--- config.mk ---
export PLATFORM = sky130hd
export DESIGN_NAME = fetch_ctrl_flat
export DESIGN_NICKNAME = d
export VERILOG_FILES = /design/src/rtl/fetch_ctrl_if.sv /design/src/rtl/fetch_ctrl.sv /design/src/flat_wrapper.sv
export SDC_FILE = /design/constraint.sdc
export NUM_CORES = 1
export LEC_CHECK = 0
export CORE_MARGIN = 5
export CORE_UTILIZATION = 41
export CTS_BUF_LIST = sky130_fd_sc_hd__clkbuf_4 sky130_fd_sc_hd__clkbuf_8
export DETAILED_ROUTE_END_ITERATION = 16
export PLACE_DENSITY = 0.67
export SLEW_MARGIN = 20
export SYNTH_ARGS = -nofsm -noshare
export SYNTH_HDL_FRONTEND = slang
export SYNTH_SLANG_ARGS = --single-unit
--- constraint.sdc ---
create_clock -name clk -period 2.9 [get_ports clk]
set_clock_uncertainty 0.15 [all_clocks]
set_input_delay 0.87 -clock clk [delete_from_list [all_inputs] [get_ports clk]]
set_output_delay 0.87 -clock clk [all_outputs]
set_load 0.01 [all_outputs]
--- src/rtl/fetch_ctrl_if.sv ---
// Fetch-stage bus bundle: instruction-memory request/return, IF/ID delivery and redirect inputs.
interface fetch_ctrl_if;
    logic        stall;
    logic        branch_flag_i;
    logic [31:0] branch_target_i;
    logic        flush_i;
    logic [31:0] new_pc_i;
    logic        imem_ack_i;
    logic [31:0] imem_rdata_i;
    logic [31:0] pc;
    logic        ce;
    logic        inst_valid_o;
    logic [31:0] inst_o;
    logic [31:0] inst_pc_o;

    modport master (
        input  stall, branch_flag_i, branch_target_i, flush_i, new_pc_i,
        input  imem_ack_i, imem_rdata_i,
        output pc, ce, inst_valid_o, inst_o, inst_pc_o
    );

    modport slave (
        output stall, branch_flag_i, branch_target_i, flush_i, new_pc_i,
        output imem_ack_i, imem_rdata_i,
        input  pc, ce, inst_valid_o, inst_o, inst_pc_o
    );
endinterface

--- src/rtl/fetch_ctrl.sv ---
// Instruction-fetch sequencer: owns the PC, issues one-outstanding memory requests,
// handles redirects (with drop of an in-flight return) and feeds a 2-entry head/skid buffer.
module fetch_ctrl #(
    parameter logic [31:0] RESET_PC = 32'h0000_0000
) (
    input  logic          clk,
    input  logic          rst,
    fetch_ctrl_if.master  bus
);

    typedef enum logic [0:0] {
        ST_BOOT = 1'b0,
        ST_RUN  = 1'b1
    } state_e;

    state_e      state_q, state_d;
    logic [31:0] pc_q, pc_d;
    logic [31:0] tgt_q, tgt_d;
    logic        ce_q, ce_d;
    logic        drop_q, drop_d;
    logic        hd_v_q, hd_v_d;
    logic [31:0] hd_inst_q, hd_inst_d;
    logic [31:0] hd_pc_q, hd_pc_d;
    logic        sk_v_q, sk_v_d;
    logic [31:0] sk_inst_q, sk_inst_d;
    logic [31:0] sk_pc_q, sk_pc_d;

    logic        ack_s;
    logic        consume_s;
    logic        redirect_s;
    logic        push_s;
    logic        issue_ok_s;
    logic [31:0] redir_tgt_s;

    // Per-cycle handshake events and redirect target selection.
    always_comb begin
        ack_s      = ce_q & bus.imem_ack_i;
        consume_s  = hd_v_q & ~bus.stall;
        redirect_s = bus.flush_i | bus.branch_flag_i;
        if (bus.flush_i) begin
            redir_tgt_s = {bus.new_pc_i[31:2], 2'b00};
        end else begin
            redir_tgt_s = {bus.branch_target_i[31:2], 2'b00};
        end
        push_s = ack_s & ~drop_q & ~redirect_s;
    end

    // Head/skid buffer: consume first, then place a return in the first free slot.
    always_comb begin
        hd_v_d    = hd_v_q;
        hd_inst_d = hd_inst_q;
        hd_pc_d   = hd_pc_q;
        sk_v_d    = sk_v_q;
        sk_inst_d = sk_inst_q;
        sk_pc_d   = sk_pc_q;
        if (redirect_s) begin
            hd_v_d = 1'b0;
            sk_v_d = 1'b0;
        end else begin
            if (consume_s) begin
                hd_v_d    = sk_v_q;
                hd_inst_d = sk_inst_q;
                hd_pc_d   = sk_pc_q;
                sk_v_d    = 1'b0;
            end else begin
                hd_v_d = hd_v_q;
            end
            if (push_s) begin
                if (!hd_v_d) begin
                    hd_v_d    = 1'b1;
                    hd_inst_d = bus.imem_rdata_i;
                    hd_pc_d   = pc_q;
                end else begin
                    sk_v_d    = 1'b1;
                    sk_inst_d = bus.imem_rdata_i;
                    sk_pc_d   = pc_q;
                end
            end else begin
                sk_v_d = sk_v_d;
            end
        end
        // A new request is only raised when its return is guaranteed a slot.
        issue_ok_s = ~(hd_v_d & sk_v_d);
    end

    // Sequencer next state: PC, request enable and pending-redirect bookkeeping.
    always_comb begin
        state_d = state_q;
        pc_d    = pc_q;
        ce_d    = ce_q;
        drop_d  = drop_q;
        tgt_d   = tgt_q;
        case (state_q)
            ST_BOOT: begin
                state_d = ST_RUN;
                ce_d    = 1'b1;
            end
            ST_RUN: begin
                if (redirect_s) begin
                    if (ce_q && !ack_s) begin
                        drop_d = 1'b1;
                        tgt_d  = redir_tgt_s;
                    end else begin
                        drop_d = 1'b0;
                        pc_d   = redir_tgt_s;
                        ce_d   = issue_ok_s;
                    end
                end else if (ack_s) begin
                    if (drop_q) begin
                        drop_d = 1'b0;
                        pc_d   = tgt_q;
                    end else begin
                        pc_d = pc_q + 32'd4;
                    end
                    ce_d = issue_ok_s;
                end else if (!ce_q) begin
                    ce_d = issue_ok_s;
                end else begin
                    ce_d = 1'b1;
                end
            end
            default: begin
                state_d = ST_BOOT;
                ce_d    = 1'b0;
            end
        endcase
    end

    // State registers.
    always_ff @(posedge clk or negedge rst) begin
        if (!rst) begin
            state_q   <= ST_BOOT;
            pc_q      <= RESET_PC;
            tgt_q     <= 32'h0000_0000;
            ce_q      <= 1'b0;
            drop_q    <= 1'b0;
            hd_v_q    <= 1'b0;
            hd_inst_q <= 32'h0000_0000;
            hd_pc_q   <= 32'h0000_0000;
            sk_v_q    <= 1'b0;
            sk_inst_q <= 32'h0000_0000;
            sk_pc_q   <= 32'h0000_0000;
        end else begin
            state_q   <= state_d;
            pc_q      <= pc_d;
            tgt_q     <= tgt_d;
            ce_q      <= ce_d;
            drop_q    <= drop_d;
            hd_v_q    <= hd_v_d;
            hd_inst_q <= hd_inst_d;
            hd_pc_q   <= hd_pc_d;
            sk_v_q    <= sk_v_d;
            sk_inst_q <= sk_inst_d;
            sk_pc_q   <= sk_pc_d;
        end
    end

    assign bus.pc           = pc_q;
    assign bus.ce           = ce_q;
    assign bus.inst_valid_o = hd_v_q;
    assign bus.inst_o       = hd_inst_q;
    assign bus.inst_pc_o    = hd_pc_q;

endmodule

--- src/flat_wrapper.sv ---
// flat-port wrapper written by rule: the top's interface ports become plain ports
module fetch_ctrl_flat 
#(
    parameter logic [31:0] RESET_PC = 32'h0000_0000
)
  (clk, rst, bus_stall, bus_branch_flag_i, bus_branch_target_i, bus_flush_i, bus_new_pc_i, bus_imem_ack_i, bus_imem_rdata_i, bus_pc, bus_ce, bus_inst_valid_o, bus_inst_o, bus_inst_pc_o);
  fetch_ctrl_if bus_i ();
  input  logic clk;
  input  logic rst;
  input wire logic [$bits(bus_i.stall)-1:0] bus_stall;
  input wire logic [$bits(bus_i.branch_flag_i)-1:0] bus_branch_flag_i;
  input wire logic [$bits(bus_i.branch_target_i)-1:0] bus_branch_target_i;
  input wire logic [$bits(bus_i.flush_i)-1:0] bus_flush_i;
  input wire logic [$bits(bus_i.new_pc_i)-1:0] bus_new_pc_i;
  input wire logic [$bits(bus_i.imem_ack_i)-1:0] bus_imem_ack_i;
  input wire logic [$bits(bus_i.imem_rdata_i)-1:0] bus_imem_rdata_i;
  output wire logic [$bits(bus_i.pc)-1:0] bus_pc;
  output wire logic [$bits(bus_i.ce)-1:0] bus_ce;
  output wire logic [$bits(bus_i.inst_valid_o)-1:0] bus_inst_valid_o;
  output wire logic [$bits(bus_i.inst_o)-1:0] bus_inst_o;
  output wire logic [$bits(bus_i.inst_pc_o)-1:0] bus_inst_pc_o;
  assign bus_i.stall = bus_stall;
  assign bus_i.branch_flag_i = bus_branch_flag_i;
  assign bus_i.branch_target_i = bus_branch_target_i;
  assign bus_i.flush_i = bus_flush_i;
  assign bus_i.new_pc_i = bus_new_pc_i;
  assign bus_i.imem_ack_i = bus_imem_ack_i;
  assign bus_i.imem_rdata_i = bus_imem_rdata_i;
  assign bus_pc = bus_i.pc;
  assign bus_ce = bus_i.ce;
  assign bus_inst_valid_o = bus_i.inst_valid_o;
  assign bus_inst_o = bus_i.inst_o;
  assign bus_inst_pc_o = bus_i.inst_pc_o;
  fetch_ctrl #(.RESET_PC(RESET_PC)) u_core (.clk(clk), .rst(rst), .bus(bus_i));
endmodule
==> flow_metrics.env, run 1 <==
export IMPL_drc=0
export IMPL_floorplan_initialDensity_pct=41.44
export IMPL_max_cap_violations=0
export IMPL_yosysMostFrequentCell="dfrtp_1"
export IMPL_cp_slowest_cell="clkdlybuf4s50_1"
export IMPL_yosys_area_top_type="dfrtp_1"
export IMPL_crit_start="u_core.bus.pc[13]"
export IMPL_critical_path_depth=1
export IMPL_synth_cell_types=59
export IMPL_numCtsBuffers=17
export IMPL_vdd_drop_max_uv=298.1
export IMPL_cts_root_buf="clkbuf_8"
export IMPL_syn_area_um2=9354
export IMPL_io_pins=200
export IMPL_ys_seq_elements=191
export IMPL_instances_no_fill=1488
export IMPL_grt_overflow_total=0
export IMPL_die_w_um=161.0
export IMPL_routed_via_density=5.688
export IMPL_p_per_area_nw_per_um2=596.4
export IMPL_seq_area_frac_synth_pct=51.10
export IMPL_placedCellCount=1456
export IMPL_setup_viol=0
export IMPL_vias=8464
export IMPL_crit_family="buffers and inverters"
export IMPL_tightest_slew_ns=0.5925
export IMPL_power_total_w=0.007467
export IMPL_cts_resized_gates=0
export IMPL_cts_buffer_depth=2
export IMPL_crit_chain="clkdlybuf4s50_1"
export IMPL_cts_tree="yes"
export IMPL_fillers=2002
export IMPL_hp_class="in -> async"
export IMPL_dieArea_um2=25940
export IMPL_antenna_found_initial=1
export IMPL_max_stage_delay_ns=0.63
export IMPL_postCtsSetupBuffers=0
export IMPL_hold_slack_ns=0.2271
export IMPL_postCtsHoldBufs=0
export IMPL_clock_latency_ns=0.47
export IMPL_antenna_cells=0
export IMPL_die_h_um=161.0
export IMPL_drt_initial_drc_count=625
export IMPL_period_share_pct=93.84
export IMPL_regToRegSetupSlack_ns=0.39
export IMPL_ant_nets=0
export IMPL_criticalPathCategory="reg -> out"
export IMPL_finalHoldViolCount=0
export IMPL_synth_main_ff_cell="dfrtp_1"
export IMPL_gp_congestion=0.8988
export IMPL_status="finished clean"
export IMPL_synth_warnings=0
export IMPL_reg2regPathDepth=6
export IMPL_htreeDepth=4
export IMPL_cts_sinks=191
export IMPL_grt_pass1_vias=8404
export IMPL_max_slew_margin_pct=60.50
export IMPL_avgSynthCellArea_um2=9.506
export IMPL_timing_rr_end="u_core.bus.pc[26]"
export IMPL_grt_pass1_wl_um=46020
export IMPL_synth_common_cells="191 x dfrtp_1, 177 x nand2_1, 82 x a31oi_1, 69 x nor3_1, 64 x mux2_2"
export IMPL_crit_required_ns=1.88
export IMPL_start_kind="flip-flop"
export IMPL_synth_edff_count=0
export IMPL_timing_max_transition_violations_final=0
export IMPL_grtUsageTotal_pct=22.03
export IMPL_rsz0062_at_grt="false"
export IMPL_crit_end="bus_pc[13]"
export IMPL_wirelength_um=28720
export IMPL_dp_hpwl_um=20520
export IMPL_min_period_ns=2.721
export IMPL_path_clk_slew_ns=0.10
export IMPL_grt_max_degree=63
export IMPL_synth_top_area_share_pct=51.10
export IMPL_end_kind="output port"
export IMPL_timing_fmax_mhz=367.5
export IMPL_crit_arrival_ns=1.70
export IMPL_p_leak_nw=5.348
export IMPL_reg2reg_from="u_core.bus.pc[2]"
export IMPL_cp_num_buf_inv=1
export IMPL_synthTopCellsByArea="dfrtp_1 51%, mux2_2 7.7%, nand2_1 7.1%"
export IMPL_synth_cells=984
export IMPL_rows=55
export IMPL_first_pass_iters=7
export IMPL_crit_fanout=9
export IMPL_drive_gt1_share_pct=15.63
export IMPL_port_buffer_count=193
export IMPL_syn2layout_area_growth_pct=33.84
export IMPL_layout_nets=1293
export IMPL_core_um2=22570
export IMPL_wire_per_inst_um=19.30
export IMPL_synthArstFlopShare_pct=100.0
-- cell families after synthesis --
group,share of synthesized area [%]
mux,9.952
other cells,0.08029
buf+inv,4.280
fa+ha+maj,0.1337
compound gates,16.85
xor+xnor,0.1873
flops,51.10
simple gates,17.42
-- layout by cell type, fill, tap and decap left out, types with 39 or more instances in the layout --
cell / count
a21oi_1: 47
nor2_1: 57
mux2_2: 64
clkdlybuf4s50_1: 191
dfrtp_1: 191
nand2_1: 176
a31oi_1: 82
buf_4: 62
nor3_1: 69
o21ai_0: 39
-- how the worst min path moves through the flow --
| stage | start | slack, ns | endpoint |
|---|---|---|---|
| 6_report | rst | 0.23 | u_core.tgt_q[6] |
| 5_1_grt | rst | 0.24 | u_core.tgt_q[6] |
| 4_1_cts | rst | 0.23 | u_core.tgt_q[6] |
| 3_5_place_dp | u_core.state_q | 0.34 | u_core.bus.ce |
| 3_3_place_gp | u_core.sk_inst_q[8] | 0.34 | u_core.sk_inst_q[8] |
| 2_1_floorplan | u_core.state_q | 0.32 | u_core.bus.ce |
-- sequential cells by signal (all words and copies together) (netlist names) --
signal,cells
u_core.bus.inst_o,32
u_core.bus.inst_pc_o,32
u_core.sk_inst_q,32
u_core.bus.pc,30
u_core.sk_pc_q,30
u_core.tgt_q,30
u_core.bus.ce,1
u_core.bus.inst_valid_o,1
u_core.drop_q,1
u_core.sk_v_q,1
u_core.state_q,1
-- layout make-up --
type                            instances  area (um^2)  area share (%)
Clock buffer                           18        247.7           1.979
Inverter                               10        37.54          0.2998
Clock inverter                         14        197.7           1.579
Sequential cell                       191         4780           38.18
Timing Repair Buffer                  270         2696           21.54
Multi-Input combinational cell        700         4204           33.58
Tap cell                              285        356.6           2.848
-- metal layers --
metal / up-vias / track usage, % / part of all wire [%]
met2: 293 / 34.09 / 46
li1: 3979 / - / -
met4: 2 / 7.328 / 2.3
met1: 4149 / 31.11 / 45
met3: 41 / 4.593 / 6.2
met5: - / 0 / 0.045
-- power breakdown --
part           switching (W)  leakage, nW  internal, W  total (W)
Clock                0.00104        0.215     0.000908    0.00195
Sequential          0.000401         2.29      0.00310    0.00350
Combinational       0.000916         2.84      0.00110    0.00202
-- metrics by stage --
stage / area [um^2] / util, % / setup slack [ns] / TNS (ns)
finish: 12520 / 55.47 / 0.1787 / 0
global route: 12520 / 55.47 / 0.1358 / 0
CTS: 12520 / 55.47 / 0.1727 / 0
detailed placement: 12070 / 53.49 / -0.2340 / -19.56
global placement: 12070 / 53.49 / -0.2001 / -17.17
floorplan: 9358 / - / 0.3322 / 0
No activity file was read; power rests on OpenSTA's default activity.
==> run 2, diff against run 1 <==
--- a/config.mk
+++ b/config.mk
@@ -10,6 +10,7 @@
 export CTS_BUF_LIST = sky130_fd_sc_hd__clkbuf_4 sky130_fd_sc_hd__clkbuf_8
 export DETAILED_ROUTE_END_ITERATION = 16
 export PLACE_DENSITY = 0.67
+export SETUP_SLACK_MARGIN = 0.15
 export SLEW_MARGIN = 20
 export SYNTH_ARGS = -nofsm -noshare
 export SYNTH_HDL_FRONTEND = slang
==> run 2 against run 1 <==
- sequential share of layout area about the same
- hold slack lost 0.0018 ns
- clock-buffer cell count is the same
- sequential power about the same
- setup slack improved by 0.040 ns
- register-to-register slack improved by 0.02 ns
- cell area barely moved
- first-iteration DRC count is 11% higher
- sequential cell count is the same
- critical path type unchanged
- non-clock buffer count stayed put
- clock power is essentially flat
==> flow_metrics.env, run 2 (synthesis gave the netlist of run 1 again) <==
export IMPL_syn2layout_area_growth_pct=33.87
export IMPL_cts_buffer_depth=2
export IMPL_start_kind="flip-flop"
export IMPL_die_w_um=161.0
export IMPL_htreeDepth=4
export IMPL_floorplan_initialDensity_pct=41.44
export IMPL_drt_initial_drc_count=693
export IMPL_crit_fanout=10
export IMPL_grt_use_met3_pct=4.593
export IMPL_core_um2=22570
export IMPL_p_seq_share_pct=46.9
export IMPL_grtUsageMet1_pct=31.11
export IMPL_port_buffer_count=193
export IMPL_hold_slack_ns=0.2253
export IMPL_p_leak_nw=5.346
export IMPL_busiest_layer="met2"
export IMPL_placedCellCount=1456
export IMPL_finalHoldViolCount=0
export IMPL_layout_nets=1293
export IMPL_crit_required_ns=1.88
export IMPL_grt_pass1_vias=8404
export IMPL_end_kind="output port"
export IMPL_path_clk_slew_ns=0.11
export IMPL_cp_slowest_cell="clkdlybuf4s50_1"
export IMPL_dpl_cell_area_um2=12070
export IMPL_crit_arrival_ns=1.66
export IMPL_stdcell_area_um2=12520
export IMPL_first_pass_iters=5
export IMPL_comb_power_share_pct=27.1
export IMPL_worst_slack_ns=0.2183
export IMPL_rows=55
export IMPL_vias=8446
export IMPL_routed_via_density=5.676
export IMPL_numCtsBuffers=17
export IMPL_crit_chain="clkdlybuf4s50_1"
export IMPL_wire_per_inst_um=19.25
export IMPL_p_int_w=0.005111
export IMPL_timing_max_transition_violations_final=0
export IMPL_cp_num_buf_inv=1
export IMPL_period_share_pct=92.47
export IMPL_fin_util_pct=55.48
export IMPL_max_stage_delay_ns=0.62
export IMPL_max_slew_margin_pct=60.38
export IMPL_dp_hpwl_um=20520
export IMPL_met2_usage_pct=34.09
export IMPL_status="finished clean"
export IMPL_cts_tree="yes"
export IMPL_antenna_found_initial=1
export IMPL_mostFrequentLayoutCell="clkdlybuf4s50_1"
export IMPL_rsz0062_at_grt="false"
export IMPL_io_pins=200
export IMPL_p_sw_w=0.002352
export IMPL_crit_family="buffers and inverters"
export IMPL_preCtsSetupSlack_ns=-0.2340
export IMPL_grtUsageTotal_pct=22.03
export IMPL_swShare_pct=31.52
export IMPL_wirelength_um=28650
export IMPL_clock_latency_ns=0.47
export IMPL_tightest_slew_ns=0.5942
export IMPL_die_h_um=161.0
export IMPL_setup_viol=0
export IMPL_criticalPathCategory="reg -> out"
export IMPL_drc=0
export IMPL_instances_no_fill=1488
export IMPL_vdd_drop_max_uv=298.4
export IMPL_timing_fmax_mhz=372.9
export IMPL_p_clk_share_pct=26.0
export IMPL_max_cap_violations=0
export IMPL_cts_root_buf="clkbuf_8"
export IMPL_drive_gt1_share_pct=15.79
export IMPL_ant_nets=0
export IMPL_gp_congestion=0.8988
export IMPL_grt_max_degree=63
export IMPL_antenna_cells=0
export IMPL_cts_sinks=191
export IMPL_hp_class="in -> async"
export IMPL_grt_overflow_total=0
export IMPL_p_per_area_nw_per_um2=596.0
export IMPL_grt_pass1_wl_um=46020
export IMPL_dieArea_um2=25940
export IMPL_layout_common_cells="191 x clkdlybuf4s50_1, 189 x dfrtp_1, 176 x nand2_1"
export IMPL_min_period_ns=2.682
## run 2: cell counts in the layout (fill, tap and decap cells not counted)
No cell type changed its count.
## run 2: cell type report
class / count / area (um^2)
Sequential cell: 191 / 4782
Clock inverter: 14 / 197.7
Inverter: 10 / 37.54
Fill cell: 2001 / 10050
Clock buffer: 18 / 247.7
Tap cell: 285 / 356.6
Timing Repair Buffer: 270 / 2696
Multi-Input combinational cell: 700 / 4204
## run 2: through the flow
step	total power [W]	setup TNS, ns
after floorplan	0.004302	0
after global routing	0.007850	0
after global placement	0.005534	-17.17
after CTS	0.007524	0
final	0.007463	0
after detailed placement	0.005575	-19.56
## run 2: timing repair
item,CTS,global route
hold buffers,0,0
resized for setup,0,2
setup buffers,0,0
setup endpoints to repair,0,2
## run 2: metal layers
metal	part of all wire, %	vias to the layer above
met5	0.045	-
met4	2.3	2
met3	6.0	41
met2	46	289
met1	45	4135
li1	-	3979
## run 2: path summary, 6_finish.rpt
check                      cells past startpoint                   end  slack [ns]              from
setup reg to reg                               6     u_core.bus.pc[26]        0.41  u_core.bus.pc[2]
hold / removal                                 1       u_core.tgt_q[6]        0.23               rst
setup / recovery                               1             bus_pc[6]        0.22  u_core.bus.pc[6]
hold reg to reg                                1         u_core.bus.ce        0.36    u_core.state_q
min in group clk                               1         u_core.bus.ce        0.36    u_core.state_q
max in group asynchronous                      2  u_core.sk_inst_q[23]        1.66               rst
## run 2: power groups by stage
stage | sequential [W] | combinational, W | clock (W)
floorplan | 0.00357 | 0.000736 | 0
global placement | 0.00354 | 0.00200 | 0
detailed placement | 0.00354 | 0.00203 | 0
CTS | 0.00349 | 0.00204 | 0.00199
global route | 0.00356 | 0.00219 | 0.00209
finish | 0.00350 | 0.00202 | 0.00194
